<file path="config.mk">
export PLATFORM = sky130hd
export DESIGN_NAME = lcd_driver
export DESIGN_NICKNAME = d
export VERILOG_FILES = /design/src/rtl/lcd_timing_pkg.sv /design/src/rtl/lcd_sync_counter.sv /design/src/rtl/lcd_driver.sv
export SDC_FILE = /design/constraint.sdc
export NUM_CORES = 1
export LEC_CHECK = 0
export CAP_MARGIN = 10
export CORE_MARGIN = 1.5
export CORE_UTILIZATION = 47
export CTS_CLUSTER_DIAMETER = 80
export DETAILED_ROUTE_END_ITERATION = 10
export PLACE_DENSITY = 0.81
export RECOVER_POWER = 50
export SLEW_MARGIN = 20
export SYNTH_ARGS = -nofsm -noshare
export SYNTH_HDL_FRONTEND = slang
export SYNTH_SLANG_ARGS = --single-unit
</file>
<file path="constraint.sdc">
create_clock -name lcd_pclk -period 3.64 [get_ports lcd_pclk]
set_input_delay 0.728 -clock lcd_pclk [delete_from_list [all_inputs] [get_ports lcd_pclk]]
set_output_delay 0.728 -clock lcd_pclk [all_outputs]
set_load 0.02 [all_outputs]
</file>
<file path="src/rtl/lcd_timing_pkg.sv">
// Purpose: shared timing constants, FSM encoding and coordinate width for the RGB LCD driver.
// Latency: n/a (declarations only).
// Backpressure: n/a.
// Contents: 800x480 and 480x272 default panel timings, lcd_state_t, coord_t.
package lcd_timing_pkg;

   localparam int COORD_W = 11;
   typedef logic [COORD_W-1:0] coord_t;

   // Power-up sequencer states; ST_RUN is terminal until the next rst_n assertion.
   typedef enum logic [1:0] {
      ST_PANEL_RST  = 2'd0,
      ST_PANEL_WAIT = 2'd1,
      ST_RUN        = 2'd2
   } lcd_state_t;

   // 800x480 panel
   localparam coord_t T800_H_SYNC  = 11'd128;
   localparam coord_t T800_H_BACK  = 11'd88;
   localparam coord_t T800_H_DISP  = 11'd800;
   localparam coord_t T800_H_FRONT = 11'd40;
   localparam coord_t T800_V_SYNC  = 11'd2;
   localparam coord_t T800_V_BACK  = 11'd33;
   localparam coord_t T800_V_DISP  = 11'd480;
   localparam coord_t T800_V_FRONT = 11'd10;

   // 480x272 panel
   localparam coord_t T480_H_SYNC  = 11'd41;
   localparam coord_t T480_H_BACK  = 11'd2;
   localparam coord_t T480_H_DISP  = 11'd480;
   localparam coord_t T480_H_FRONT = 11'd2;
   localparam coord_t T480_V_SYNC  = 11'd10;
   localparam coord_t T480_V_BACK  = 11'd2;
   localparam coord_t T480_V_DISP  = 11'd272;
   localparam coord_t T480_V_FRONT = 11'd2;

endpackage

</file>
<file path="src/rtl/lcd_sync_counter.sv">
// Purpose: modulo-N up counter with enable and a same-cycle wrap pulse.
// Latency: cnt updates one cycle after en; wrap is combinational (en && cnt==N-1).
// Backpressure: none; the counter simply holds while en is low.
// Ports: lcd_pclk/rst_n clock and async reset, en advance, cnt current value, wrap last-count pulse.
module lcd_sync_counter #(
   parameter int unsigned  W = 11,
   parameter logic [W-1:0] N = W'(2)
) (
   input  logic         lcd_pclk,
   input  logic         rst_n,
   input  logic         en,
   output logic [W-1:0] cnt,
   output logic         wrap
);

   localparam logic [W-1:0] LAST = W'(N - W'(1));

   assign wrap = en && (cnt == LAST);

   always_ff @(posedge lcd_pclk or negedge rst_n) begin
      if (!rst_n) begin
         cnt <= '0;
      end else if (en) begin
         cnt <= wrap ? '0 : cnt + W'(1);
      end
   end

endmodule

</file>
<file path="src/rtl/lcd_driver.sv">
// Purpose: RGB LCD timing generator, power-up sequencer and pixel sink.
// Latency: sync/enable/coordinate outputs decode the current counters; pixel_data passes to lcd_rgb in the same cycle.
// Backpressure: none; the source must return pixel_data one cycle after pixel_xpos.
// Ports: lcd_pclk/rst_n; pixel_data in; pixel_xpos/ypos, h_disp/v_disp, data_req, frame_start
//        toward the source; lcd_de/hs/vs/rgb/rst/bl toward the panel.
module lcd_driver
   import lcd_timing_pkg::*;
#(
   parameter coord_t      H_SYNC      = T800_H_SYNC,
   parameter coord_t      H_BACK      = T800_H_BACK,
   parameter coord_t      H_DISP      = T800_H_DISP,
   parameter coord_t      H_FRONT     = T800_H_FRONT,
   parameter coord_t      V_SYNC      = T800_V_SYNC,
   parameter coord_t      V_BACK      = T800_V_BACK,
   parameter coord_t      V_DISP      = T800_V_DISP,
   parameter coord_t      V_FRONT     = T800_V_FRONT,
   parameter logic        SYNC_POL    = 1'b0,
   parameter logic [15:0] RST_CYCLES  = 16'd50000,
   parameter logic [15:0] WAIT_CYCLES = 16'd50000
) (
   input  logic         lcd_pclk,
   input  logic         rst_n,
   input  logic [23:0]  pixel_data,
   output coord_t       pixel_xpos,
   output coord_t       pixel_ypos,
   output coord_t       h_disp,
   output coord_t       v_disp,
   output logic         data_req,
   output logic         frame_start,
   output logic         lcd_de,
   output logic         lcd_hs,
   output logic         lcd_vs,
   output logic [23:0]  lcd_rgb,
   output logic         lcd_rst,
   output logic         lcd_bl
);

   localparam int H_TOTAL = int'(H_SYNC) + int'(H_BACK) + int'(H_DISP) + int'(H_FRONT);
   localparam int V_TOTAL = int'(V_SYNC) + int'(V_BACK) + int'(V_DISP) + int'(V_FRONT);
   localparam int HA_I    = int'(H_SYNC) + int'(H_BACK);
   localparam int VA_I    = int'(V_SYNC) + int'(V_BACK);

   if (H_SYNC < 11'd1 || HA_I < 2 || V_SYNC < 11'd1 || H_TOTAL > 2047 || V_TOTAL > 2047) begin : g_bad_cfg
      $error("lcd_driver: illegal timing parameters");
   end

   // Window bounds; data_req opens one column early so a registered source lines up with lcd_de.
   localparam coord_t HA      = coord_t'(HA_I);
   localparam coord_t HA_END  = coord_t'(HA_I + int'(H_DISP));
   localparam coord_t REQ_BEG = coord_t'(HA_I - 1);
   localparam coord_t REQ_END = coord_t'(HA_I + int'(H_DISP) - 1);
   localparam coord_t X_OFS   = coord_t'(HA_I - 2);
   localparam coord_t VA      = coord_t'(VA_I);
   localparam coord_t VA_END  = coord_t'(VA_I + int'(V_DISP));
   localparam coord_t Y_OFS   = coord_t'(VA_I - 1);

   lcd_state_t  state, state_nxt;
   logic [15:0] seq_cnt, seq_cnt_nxt;
   coord_t      h_cnt, v_cnt;
   logic        run, h_wrap, v_wrap, vact;

   // ---------------- power-up sequencer ----------------
   always_ff @(posedge lcd_pclk or negedge rst_n) begin
      if (!rst_n) begin
         state       <= ST_PANEL_RST;
         seq_cnt     <= '0;
         lcd_rst     <= 1'b0;
         lcd_bl      <= 1'b0;
         frame_start <= 1'b0;
      end else begin
         state       <= state_nxt;
         seq_cnt     <= seq_cnt_nxt;
         lcd_rst     <= (state_nxt != ST_PANEL_RST);
         lcd_bl      <= (state_nxt == ST_RUN);
         // Counters are at 0/0 on the first RUN cycle and right after every frame wrap.
         frame_start <= ((state_nxt == ST_RUN) && (state != ST_RUN)) || v_wrap;
      end
   end

   always_comb begin
      state_nxt   = state;
      seq_cnt_nxt = seq_cnt;
      unique case (state)
         ST_PANEL_RST: begin
            if (seq_cnt == RST_CYCLES - 16'd1) begin
               state_nxt   = ST_PANEL_WAIT;
               seq_cnt_nxt = '0;
            end else begin
               seq_cnt_nxt = seq_cnt + 16'd1;
            end
         end
         ST_PANEL_WAIT: begin
            if (seq_cnt == WAIT_CYCLES - 16'd1) begin
               state_nxt   = ST_RUN;
               seq_cnt_nxt = '0;
            end else begin
               seq_cnt_nxt = seq_cnt + 16'd1;
            end
         end
         ST_RUN: begin
            state_nxt = ST_RUN;
         end
         default: begin
            state_nxt   = ST_PANEL_RST;
            seq_cnt_nxt = '0;
         end
      endcase
   end

   assign run = (state == ST_RUN);

   // ---------------- scan counters ----------------
   lcd_sync_counter #(
      .W (COORD_W),
      .N (coord_t'(H_TOTAL))
   ) u_h_cnt (
      .lcd_pclk (lcd_pclk),
      .rst_n    (rst_n),
      .en       (run),
      .cnt      (h_cnt),
      .wrap     (h_wrap)
   );

   lcd_sync_counter #(
      .W (COORD_W),
      .N (coord_t'(V_TOTAL))
   ) u_v_cnt (
      .lcd_pclk (lcd_pclk),
      .rst_n    (rst_n),
      .en       (h_wrap),
      .cnt      (v_cnt),
      .wrap     (v_wrap)
   );

   // ---------------- output decode ----------------
   assign vact = run && (v_cnt >= VA) && (v_cnt < VA_END);

   assign lcd_hs   = (run && (h_cnt < H_SYNC)) ? SYNC_POL : ~SYNC_POL;
   assign lcd_vs   = (run && (v_cnt < V_SYNC)) ? SYNC_POL : ~SYNC_POL;
   assign data_req = vact && (h_cnt >= REQ_BEG) && (h_cnt < REQ_END);
   assign lcd_de   = vact && (h_cnt >= HA) && (h_cnt < HA_END);

   // Column numbering starts at 1 on the first data_req cycle.
   assign pixel_xpos = data_req ? coord_t'(h_cnt - X_OFS) : '0;
   // Held across the whole line, blanking included, for line-level source decisions.
   assign pixel_ypos = vact ? coord_t'(v_cnt - Y_OFS) : '0;

   assign lcd_rgb = lcd_de ? pixel_data : 24'd0;

   assign h_disp = H_DISP;
   assign v_disp = V_DISP;

endmodule

</file>
# Word-level counts from Yosys, hierarchy flattened
# Index checks and enable logic that the tools add are counted.
[classes] add_sub_neg=5 magnitude_cmp=8 eq_ne=7 muxes=12 n_reduce_logical=15
[ops] operator="$mux 11" n=4
[ops] operator="$lt 11x10->1 const B" n=3
[ops] operator="$pmux 16 s2" n=1
[ops] operator="$mux 24" n=1
[ops] operator="$add 11x1->11 const B" n=2
[ops] operator="$ge 11x8->1 const B" n=2
[ops] operator="$add 16x1->16 const B" n=1
[ops] operator="$eq 16x16->1 const B" n=1
[ops] operator="$mux 16" n=1
[ops] operator="$eq 11x10->1 const B" n=1
[ops] operator="$eq 11x11->1 const B" n=1
[ops] operator="$ge 11x6->1 const B" n=1
[ops] operator="$logic_and 1x1->1" n=11
[ops] operator="$lt 11x2->1 const B" n=1
[ops] operator="$lt 11x8->1 const B" n=1
[ops] operator="$sub 11x6->11 const B" n=1
[ops] operator="$sub 11x8->11 const B" n=1
[ops] operator="$pmux 2 s3" n=1
[ops] operator="$eq 2x2->1 const B" n=2
[ops] operator="$mux 2" n=2
[ops] operator="$eq 2x1->1 const B" n=1
[ops] operator="$logic_not 2->1" n=1
[ops] operator="$mux 1" n=2
[ops] operator="$ne 2x2->1 const B" n=1
[ops] operator="3 further kinds" n=3
[totals] ff_bits=43 inputBits=26 output_inout_bits=75 wordCells=54

# Longest topological paths before layout
# Gate-level depths: netlist (run 1).
[logic_depth] ltp_word=6 ltp_mapped=8 mapped_depth_nobuf=7

# Modules after synthesis
# From an unflattened synthesis (run 1), not the netlist that was laid out.
[unflattened] cells_unflattened=368 hier_area_um2=3067.9
[by_module_without_submodules] module="lcd_driver" instances=1 cells_each=263 area_each_um2=1956.9 seq_area_each_um2=525.5
[by_module_without_submodules] module="lcd_sync_counter (u_h_cnt)" instances=1 cells_each=50 area_each_um2=558.0 seq_area_each_um2=275.3
[by_module_without_submodules] module="lcd_sync_counter (u_v_cnt)" instances=1 cells_each=55 area_each_um2=553.0 seq_area_each_um2=275.3

# Least setup slack after synthesis (run 1)
# OpenSTA, ideal clock, no wires.
[synth_path] path_kind="reg2out" start="register u_v_cnt.cnt[2]" end="output port pixel_xpos[10]" arrival_ps=2514 required_time_ps=2912 path_slack_ps=398 stages_incl_launch_ff=8 path_buffers=0 path_cell_list="dfrtp_1 -> inv_1 -> ha_1 -> a2111o_1 -> o32a_4 -> a2111oi_4 -> nand2_2 -> nor2_1"
[synth_via] elab_chain_len=6 word_cells_on_any_way=7 cone_classes="order compare: 2; mux: 1; reduce/logical: 4"
[synth_rtl] item="from (decl)" line_no="lcd_sync_counter.sv:12" rtl="output logic [W-1:0] cnt,"
[synth_rtl] item="from (signal assigned)" line_no="lcd_sync_counter.sv:24" rtl="cnt <= wrap ? '0 : cnt + W'(1);"
[synth_rtl] item="$ge 11x6->1" line_no="lcd_driver.sv:136" rtl="assign vact = run && (v_cnt >= VA) && (v_cnt < VA_END);"
[synth_rtl] item="$logic_and 1x1->1" line_no="lcd_driver.sv:136"
[synth_rtl] item="$logic_and 1x1->1 *" line_no="lcd_driver.sv:136"
[synth_rtl] item="$logic_and 1x1->1 * (2 in a row)" line_no="lcd_driver.sv:140" rtl="assign data_req = vact && (h_cnt >= REQ_BEG) && (h_cnt < REQ_END);"
[synth_rtl] item="$mux 11 *" line_no="lcd_driver.sv:144" rtl="assign pixel_xpos = data_req ? coord_t'(h_cnt - X_OFS) : '0;"
[synth_rtl] item="to (decl)" line_no="lcd_driver.sv:24" rtl="output coord_t pixel_xpos,"
# Mark *: on every way between the ends. The rest lies on a longest branch, timed or not.

# Worst setup path in the final report (run 1)
[layout_path] start="register u_v_cnt.cnt[1]" end="output port lcd_rgb[7]"
[layout_via] elab_chain_len=6 word_cells_on_any_way=7 cone_classes="order compare: 2; mux: 1; reduce/logical: 4"
[layout_rtl] item="$ge 11x6->1" line_no="lcd_driver.sv:136"
[layout_rtl] item="$logic_and 1x1->1" line_no="lcd_driver.sv:136"
[layout_rtl] item="$logic_and 1x1->1 *" line_no="lcd_driver.sv:136"
[layout_rtl] item="$logic_and 1x1->1 * (2 in a row)" line_no="lcd_driver.sv:141" rtl="assign lcd_de = vact && (h_cnt >= HA) && (h_cnt < HA_END);"
[layout_rtl] item="$mux 24 *" line_no="lcd_driver.sv:148" rtl="assign lcd_rgb = lcd_de ? pixel_data : 24'd0;"
[layout_rtl] item="to (decl)" line_no="lcd_driver.sv:33" rtl="output logic [23:0] lcd_rgb,"
# Marked as above.

==> results of run 1 <==
==> cell usage after synthesis (3+ instances only) <==
cell      instances  area share [%]
nor3_1            5            0.79
buf_4            23             5.5
ha_1              9             3.6
xnor2_1          13             3.6
a22o_1            4             1.1
nand2_1          30             3.6
mux2_2            3             1.1
nand3_1          12             1.9
clkbuf_1         22             2.6
a21o_1            3            0.71
xor2_1           16             4.4
buf_6             3             1.1
nand2b_1          6             1.2
a21oi_1          11             1.7
nand3b_1          3            0.71
inv_1            11             1.3
nand4_1           9             1.8
a31oi_1           8             1.6
and3_1           29             5.8
nor2_1           49             5.8
nor2b_1           5            0.99
o21ai_0          19             3.0
and2_1            3            0.60
dfrtp_1          43              34
nor4_1            3            0.60
and4_1            4             1.1
==> metal layers <==
| layer | vias to the layer above | GRT usage, % | part of all wire (%) |
|---|---|---|---|
| li1 | 1412 | - | - |
| met3 | 15 | 2.918 | 4.5 |
| met4 | 0 | 8.942 | 1.8 |
| met2 | 106 | 36.58 | 51 |
| met5 | - | 0 | 0 |
| met1 | 1407 | 29.05 | 43 |
==> per-stage QoR <==
stage / instance area (sq um) / cells / total power, W / worst slack [ns] / utilization (%)
global placement: 3920 / 519 / 0.0005417 / 0.1262 / 61.04
detailed placement: 3920 / 519 / 0.0005419 / 0.08285 / 61.04
global route: 3970 / 529 / 0.0009042 / 0.002584 / 61.82
CTS: 3989 / 529 / 0.0008815 / 0.06457 / 62.11
finish: 3970 / 529 / 0.0008755 / 0.07176 / 61.82
floorplan: 3227 / 400 / 0.0005248 / 0.3982 / -
==> flip-flops by register name, indices dropped and copies added (netlist names) <==
| signal | flops |
|---|---|
| state | 2 |
| u_h_cnt.cnt | 11 |
| seq_cnt | 16 |
| frame_start | 1 |
| u_v_cnt.cnt | 11 |
| lcd_bl | 1 |
| lcd_rst | 1 |
==> cells in the final DEF (no fill, tap or decap), types with 5 or more instances in the layout <==
master	n
a21oi_1	11
a31oi_1	8
and3_1	29
buf_4	12
clkbuf_8	7
clkdlybuf4s50_1	37
conb_1	22
dfrtp_1	43
dlygate4sd2_1	33
ha_1	9
inv_1	11
nand2_1	31
nand2b_1	6
nand3_1	12
nand4_1	9
nor2_1	49
nor2b_1	5
nor3_1	5
o21ai_0	18
xnor2_1	13
xor2_1	16
==> path summary, 6_finish.rpt <==
| kind | to | slack (ns) | cells after the start |
|---|---|---|---|
| worst min-delay path | seq_cnt[11]$_DFFE_PN0P_ | 0.55 | 1 |
| worst max register to register | u_v_cnt.cnt[3]$_DFFE_PN0P_ | 0.84 | 5 |
| min in group asynchronous | seq_cnt[0]$_DFFE_PN0P_ | 1.12 | 1 |
| max in group asynchronous | lcd_rst$_DFF_PN0_ | 1.21 | 1 |
| worst max-delay path | lcd_rgb[7] | 0.07 | 8 |
| worst min register to register | seq_cnt[11]$_DFFE_PN0P_ | 0.55 | 1 |
==> repair_timing <==
item                                   4_1_cts  5_1_grt
gates cloned                                 1        0
resized for setup                           37        6
setup endpoints to repair                   37       13
endpoints found under the hold margin        0        0
buffers inserted                             1        0
pin swaps                                    2        0
==> power breakdown <==
group	leakage, nW	internal [W]	switching [W]
sequential	0.587	0.000477	0
combinational	1.45	0.0000224	0.0000324
clock	0.0505	0.000173	0.000171
total	2.08	0.000672	0.000203
==> layout make-up <==
class                   instances  share of cell area (%)
repair buffers                 93                   21.30
clock inverters                 1                  0.1891
flip-flops and latches         43                   27.10
well taps                      77                   2.427
inverters                      11                   1.040
multi-input cells             297                   45.51
clock buffers                   7                   2.427
==> logic make-up (layout without fill, tap and decap cells) <==
| kind of cell | count (synthesis) | count (layout) | share of synthesized area [%] |
|---|---|---|---|
| AOI/OAI and AO/OA | 61 | 61 | 13.58 |
| xor gates and xnor gates | 29 | 29 | 8.059 |
| adders and majority gates | 9 | 9 | 3.573 |
| buffers and inverters | 61 | 112 | 10.72 |
| DFF | 43 | 43 | 34.14 |
| muxes | 4 | 4 | 1.389 |
| other | 2 | 22 | 0.2383 |
| and+or+nand+nor | 171 | 172 | 28.30 |
==> results.sh, run 1 <==
export IMPL_crit_fanout=27
export IMPL_drc=10
export IMPL_period_share_pct=98.03
export IMPL_die_x_um=84.89
export IMPL_drtIter0Drc=268
export IMPL_cts_num_sinks=43
export IMPL_seq_area_sq_mm=0.001076
export IMPL_status="finished with violations"
export IMPL_portBuffers=78
export IMPL_drtPass1Iterations=9
export IMPL_final_nets=486
export IMPL_drt_total_wl_um=7816
export IMPL_antenna_left=0
export IMPL_synth_edf_count=0
export IMPL_pin_count=101
export IMPL_hp_class="reg -> reg"
export IMPL_hold_viol=0
export IMPL_min_from="seq_cnt[11]$_DFFE_PN0P_"
export IMPL_grt_pass1_wl_um=12840
export IMPL_grt_max_degree=44
export IMPL_r2r_start="u_v_cnt.cnt[7]$_DFFE_PN0P_"
export IMPL_vias_per_cell=5.558
export IMPL_min_period_ns=3.568
export IMPL_tightest_slew_ns=2.321
export IMPL_gp_congestion=0.8036
export IMPL_worstSkewPairLatency_ns=0.31
export IMPL_synth_cell_types=52
export IMPL_antenna_found_initial=0
export IMPL_drive_gt1_share_pct=7.301
export IMPL_startpoint_type="flip-flop"
export IMPL_fp_row_count=29
export IMPL_setup_viol=0
export IMPL_dp_final_hpwl_um=5631
export IMPL_synth_flop_cell="dfrtp_1"
export IMPL_critPathBufInv=3
export IMPL_grt_overflow_total=0
export IMPL_antenna_cells=0
export IMPL_yosysSeqAreaShare_pct=34.14
export IMPL_drv_slew=44
export IMPL_cts_tree="yes"
export IMPL_violations="design-rule violations, max-capacitance violations, max-slew violations"
export IMPL_cts_root_buf="clkbuf_8"
export IMPL_cts_buffer_depth=2
export IMPL_nFillCells=539
export IMPL_cp_top_family="compound AO/OA/AOI/OAI gates"
export IMPL_hold_buffers=0
export IMPL_die_h_um=84.89
export IMPL_critPathCaptureType="output pin"
export IMPL_max_stage_delay_ns=0.43
export IMPL_relSlewSlack_pct=-54.72
export IMPL_multi_input_comb_area_sq_mm=0.001807
export IMPL_setup_tns_ns=0
export IMPL_syn_area_per_cell_sq_um=8.294
export IMPL_yosys_register_bits=43
export IMPL_drv_cap=2
export IMPL_clkTransAtPathRegs_ns=0.08
export IMPL_ir_drop_mv=0.1737
export IMPL_leakagePower_nw=2.082
export IMPL_numCtsBuffers=5
export IMPL_critPathRequiredTime_ns=2.91
export IMPL_max_freq_mhz=280.3
export IMPL_wl_per_cell_um=14.78
export IMPL_fin_hold_ws_ns=0.5486
export IMPL_syn_to_final_growth_pct=25.96
export IMPL_ys_async_sr_fraction_pct=100.0
export IMPL_pwr_density_cell_mw_per_mm2=220.5
export IMPL_grt_pass1_vias=2700
export IMPL_worstPathCellList="ha_1 -> a2111o_1 -> o32a_4 -> a2111oi_4 -> buf_4 -> buf_12 -> and3_1 -> dlygate4sd2_1"
export IMPL_die_area_sq_mm=0.007206
export IMPL_rsz0062_at_grt="false"
export IMPL_cts_max_level=2
export IMPL_worstPathArrival_ns=2.84
export IMPL_clock_skew_final_ns=0.005777
export IMPL_core_area_sq_mm=0.006422
export IMPL_track_usage_pct=21.98
export IMPL_initial_core_util_pct=49.07
export IMPL_worstSetupPathType="reg -> out"
export IMPL_vias=2940
export IMPL_yosysWarnings=0
export IMPL_cp_slowest_cell="a2111o_1"
export IMPL_cp_startpoint="u_v_cnt.cnt[1]$_DFFE_PN0P_"
export IMPL_syn_cell_area_sq_mm=0.003152
export IMPL_syn_inst=380
Note: power is estimated with default switching activity, not from simulation.
==> run 2, diff against run 1 <==
- CTS_CLUSTER_DIAMETER: 80 -> 60
- SLEW_MARGIN: 20 -> 30
==> results of run 2 <==
No change in the layout: final DEF, timing and power equal those of run 1.
